`src/rtl/bcd_scan_decoder.sv`:
```
// rtl/bcd_scan_decoder.sv - BCD one-hot decoder with digit buffer and 7-seg scan (optional clr: BCD_SCAN_DECODER_CLR_EN)
module bcd_scan_decoder #(
    parameter int SCAN_DIV = 100000,
    parameter int NDIG     = 8
) (
    input  logic            clk,
    input  logic            rst_n,
`ifdef BCD_SCAN_DECODER_CLR_EN
    input  logic            clr,
`endif
    input  logic            d_valid,
    input  logic [3:0]      d,
    output logic [9:0]      y,
    output logic            err,
    output logic [3:0]      cnt,
    output logic [6:0]      cn,
    output logic [NDIG-1:0] an
);

    localparam int PW = (SCAN_DIV > 1) ? $clog2(SCAN_DIV) : 1;
    localparam int IW = (NDIG > 1) ? $clog2(NDIG) : 1;
    localparam logic [PW-1:0] PRE_LAST = PW'(SCAN_DIV - 1);
    localparam logic [IW-1:0] IDX_LAST = IW'(NDIG - 1);
    localparam logic [3:0]    CNT_MAX  = 4'(NDIG);

    logic [PW-1:0]          pre_q, pre_d;
    logic [IW-1:0]          idx_q, idx_d;
    logic [NDIG-1:0][3:0]   buf_q, buf_d;
    logic [3:0]             cnt_q, cnt_d;
    logic [9:0]             y_q, y_d;
    logic                   err_q, err_d;
    logic [6:0]             cn_q, cn_d;
    logic [NDIG-1:0]        an_q, an_d;
    logic                   clr_w;

`ifdef BCD_SCAN_DECODER_CLR_EN
    assign clr_w = clr;
`else
    assign clr_w = 1'b0;
`endif

    // Segment pattern {g..a}, active low.
    function automatic logic [6:0] seg(input logic [3:0] v);
        case (v)
            4'd0:    seg = 7'b1000000;
            4'd1:    seg = 7'b1111001;
            4'd2:    seg = 7'b0100100;
            4'd3:    seg = 7'b0110000;
            4'd4:    seg = 7'b0011001;
            4'd5:    seg = 7'b0010010;
            4'd6:    seg = 7'b0000010;
            4'd7:    seg = 7'b1111000;
            4'd8:    seg = 7'b0000000;
            4'd9:    seg = 7'b0010000;
            default: seg = 7'b1111111;
        endcase
    endfunction

    always_comb begin
        pre_d = pre_q;
        idx_d = idx_q;
        buf_d = buf_q;
        cnt_d = cnt_q;
        y_d   = y_q;
        err_d = err_q;
        an_d  = '1;
        cn_d  = 7'h7F;

        if (pre_q == PRE_LAST) begin
            pre_d = '0;
            idx_d = (idx_q == IDX_LAST) ? '0 : idx_q + 1'b1;
        end else begin
            pre_d = pre_q + 1'b1;
        end

        if (clr_w) begin
            buf_d = '0;
            cnt_d = '0;
            y_d   = '0;
            err_d = 1'b0;
        end else if (d_valid) begin
            if (d <= 4'd9) begin
                y_d   = 10'd1 << d;
                err_d = 1'b0;
                buf_d = {buf_q[NDIG-2:0], d};
                cnt_d = (cnt_q == CNT_MAX) ? cnt_q : cnt_q + 1'b1;
            end else begin
                y_d   = '0;
                err_d = 1'b1;
            end
        end

        // Display follows the registered state, so it lags any change by one cycle.
        if (4'(idx_q) < cnt_q) begin
            an_d = ~(NDIG'(1) << idx_q);
            cn_d = seg(buf_q[idx_q]);
        end
    end

    always_ff @(posedge clk) begin
        if (!rst_n) begin
            pre_q <= '0;
            idx_q <= '0;
            buf_q <= '0;
            cnt_q <= '0;
            y_q   <= '0;
            err_q <= 1'b0;
            an_q  <= '1;
            cn_q  <= 7'h7F;
        end else begin
            pre_q <= pre_d;
            idx_q <= idx_d;
            buf_q <= buf_d;
            cnt_q <= cnt_d;
            y_q   <= y_d;
            err_q <= err_d;
            an_q  <= an_d;
            cn_q  <= cn_d;
        end
    end

    assign y   = y_q;
    assign err = err_q;
    assign cnt = cnt_q;
    assign cn  = cn_q;
    assign an  = an_q;

endmodule

```
`config.mk`:
```
export PLATFORM = sky130hd
export DESIGN_NAME = bcd_scan_decoder
export DESIGN_NICKNAME = d
export VERILOG_FILES = /design/src/rtl/bcd_scan_decoder.sv
export SDC_FILE = /design/constraint.sdc
export NUM_CORES = 1
export LEC_CHECK = 0
export CAP_MARGIN = 20
export CORE_UTILIZATION = 38
export DETAILED_ROUTE_END_ITERATION = 12
export SLEW_MARGIN = 25
export SYNTH_ARGS = -nofsm -noshare
export SYNTH_HDL_FRONTEND = slang
export SYNTH_SLANG_ARGS = --single-unit
```
`constraint.sdc`:
```
create_clock -name clk -period 2.6 [get_ports clk]
set_clock_uncertainty 0.2 [all_clocks]
set_input_delay 0.39 -clock clk [delete_from_list [all_inputs] [get_ports clk]]
set_output_delay 0.39 -clock clk [all_outputs]
set_load 0.05 [all_outputs]
```
==> summary.txt <==
Run status
  • Status: completed

STA
  • Count of final hold-check violations: 0
  • Setup TNS: 0 ps
  • RSZ-0062 raised after global routing: false
  • Slew headroom: 61.7%
  • Peak Freq: 0.417 GHz
  • Tcrit/Tclk final: 92.1%
  • Final setup violation count: 0
  • Slew Viols, Final: 0
  • Worst-Margin Slew: 570 ps
  • Hold_ws: 259 ps
  • Min Tclk post-route: 2400 ps

Clock tree
  • Root buf cell: clkbuf_8
  • Number of H-tree levels: 3
  • Clk pin slew, worst setup/hold paths: 90 ps
  • # clock sinks: 82
  • Clock Latency Late Sink: 340 ps
  • # resized after CTS: 0
  • Hold buffer count at CTS: 0
  • Post-CTS Setup Repair Bufs: 0
  • TritonCTS clock tree: built
  • Max Buffers Root-to-Sink: 2
  • Num CTS Buffers: 9

Placement
  • Post-DP HPWL: 4580 µm
  • I/O Buffers: 36
  • Placer Congestion: 0.785

Detailed routing
  • Total wire length: 6700 µm
  • DRC: 0
  • ANT nets after route: 0
  • Initial drt markers: 107
  • Via count: 2693
  • TritonRoute pass-1 iters: 4
  • WL per Instance: 11.7 µm
  • Via density per instance: 4.72

Critical path
  • Reg-to-reg endpoint: cn[5]
  • Reg2reg start: idx_q[0]
  • Reg2Reg Depth: 7
  • Critical path's largest stage delay: 640 ps
  • CP Data Required Time: 2620 ps
  • Crit-path cells: mux4_1 > mux2i_4 > inv_2 > ha_1 > or2_2 > a21oi_1 > o21ai_2
  • Cell with the largest stage delay on the worst path: mux4_1
  • Nature of the critical path startpoint: flop
  • Kind of critical path: reg2reg
  • Critical Path Fanout Max: 5
  • Reg2reg setup slack: 200 ps
  • Worst EP arrival: 2420 ps
  • Crit path capture type: flop

Worst hold path
  • Min-delay src: buf_q[30]
  • Hold path cells: 2
  • Worst min-delay path class: reg2reg
  • Hold Path End: buf_q[30]

Layout
  • Antenna cells: 0
  • FF+latch area: 1640 µm²
  • Footprint of the multi-input gates: 1920 µm²
  • Commonest cells after routing, fill and taps aside: 82 x dfxtp_1, 74 x nand2_1, 36 x clkdlybuf4s50_1
  • Most common cell after layout, fill and taps aside: dfxtp_1
  • # fillers: 924
  • Layout cell share with drive strength beyond 1: 10.2%
  • P&R area growth vs syn: 18.7%
  • Nets: 460

Die
  • Die area: 10100 µm²
  • IO Pins: 37
  • Core area: 9330 µm²
  • Die width: 101 µm
  • Initial Util: 39.7%
  • Row cnt: 35
  • Die height: 101 µm

Global route
  • Gr ovfl total: 0
  • Initial antenna violation count: 0
  • GR Util All Layers: 14.3%
  • First-pass GRT wire length: 11600 µm
  • Largest net degree at the start of global routing: 47
  • Vias in the first global route: 2424

Yosys
  • Ys Warns: 0
  • Syn Std Cell Area: 3700 µm²
  • Fraction of registers with async set or reset after synthesis: 0%
  • Post-synth EDFFs: 0
  • Register area share after synthesis: 44.3%
  • Share of Yosys cell area claimed by the top area cell type: 44.3%
  • Avg Cell Area, Syn: 9.28 µm²
  • Cell count after synthesis: 399
  • Synth area leaders: dfxtp_1 44%, nand2_1 7.5%, a21boi_0 7.1%
  • Post-synth cell types: 40
  • Top_reg_cell synth: dfxtp_1
  • Synth area leader: dfxtp_1
  • Syn Nets: 422
  • #FFs+latches synth: 82

Power
  • Pwr dens: 543 nW/µm²
  • LEAKAGE: 1.56 nW
  • Total power: 2.39 mW
  • VDD IR-drop max: 0.000305 V

Job
  • Max_cap viols: 0
==> metrics by stage <==
stage	utilization (%)	cells	area, µm²	worst slack [ps]
after floorplan	-	399	3700	60.1
after global placement	45.3	555	4220	282
after detailed placement	45.3	555	4220	213
after CTS	47.1	571	4400	190
after global routing	47.1	571	4400	72.3
final	47.1	571	4400	205
==> critical path: cells and delay by family (launching register included) <==
| family | cells | cell delay, ps |
|---|---|---|
| flip-flops | 1 | 470 |
| adder cells (fa/ha/maj) | 1 | 180 |
| AND/OR/NAND/NOR | 1 | 300 |
| buffers and inverters | 1 | 70 |
| AO/OA/AOI/OAI | 2 | 240 |
| multiplexers | 2 | 820 |
==> flip-flops by register name (all words and copies together) (netlist names) <==
register / cells
buf_q: 32
idx_q: 3
cn: 7
pre_q: 17
an: 8
err: 1
cnt: 4
y: 10
==> report_power, final <==
group          total, mW  internal (mW)  switching (mW)
combinational      0.262          0.100           0.161
clock              0.827          0.373           0.454
sequential          1.30           1.28          0.0172
==> layout make-up <==
class | instances | share of cell area, %
Inverter | 12 | 1.02
Timing Repair Buffer | 48 | 10.2
Clock inverter | 4 | 0.626
Tap cell | 129 | 3.67
Clock buffer | 12 | 3.30
Sequential cell | 82 | 37.3
Multi-Input combinational cell | 284 | 43.8
==> per-layer routing <==
layer	wire (µm)	track usage [%]	up-vias	part of all wire (%)
li1	-	-	1416	-
met1	3520	20.2	1225	53
met2	2880	21.8	44	43
met3	196	2.57	8	2.9
met4	99	5.35	0	1.5
met5	0	0	-	0
==> logic make-up after synthesis <==
logic type                 Yosys count  share of synthesized area (%)
xor gates and xnor gates            17                           4.02
DFF                                 82                           44.3
AOI/OAI and AO/OA                   63                           12.2
and+or+nand+nor                    169                           21.3
muxes                               19                           9.09
buffers and inverters               33                           3.68
adders and majority gates           16                           5.41
==> worst max path at each step <==
| stage | cells after the start | end | startpoint | slack [ps] |
|---|---|---|---|---|
| 2_1_floorplan | 8 | cn[5] | idx_q[0] | 60 |
| 3_3_place_gp | 7 | cn[5] | idx_q[0] | 280 |
| 3_5_place_dp | 7 | cn[5] | idx_q[0] | 210 |
| 4_1_cts | 7 | cn[5] | idx_q[0] | 190 |
| 5_1_grt | 7 | cn[5] | idx_q[0] | 70 |
| 6_report | 7 | cn[5] | idx_q[0] | 200 |
==> cells in the mapped netlist, types with 8 or more instances <==
master	count
nand3_1	25
nand2b_1	13
xor2_1	9
nor2b_1	8
nand2_1	74
dfxtp_1	82
xnor2_1	8
clkbuf_1	15
inv_1	10
a21boi_0	35
ha_1	16
nor2_1	27
Note: power is estimated with default switching activity, not from simulation.
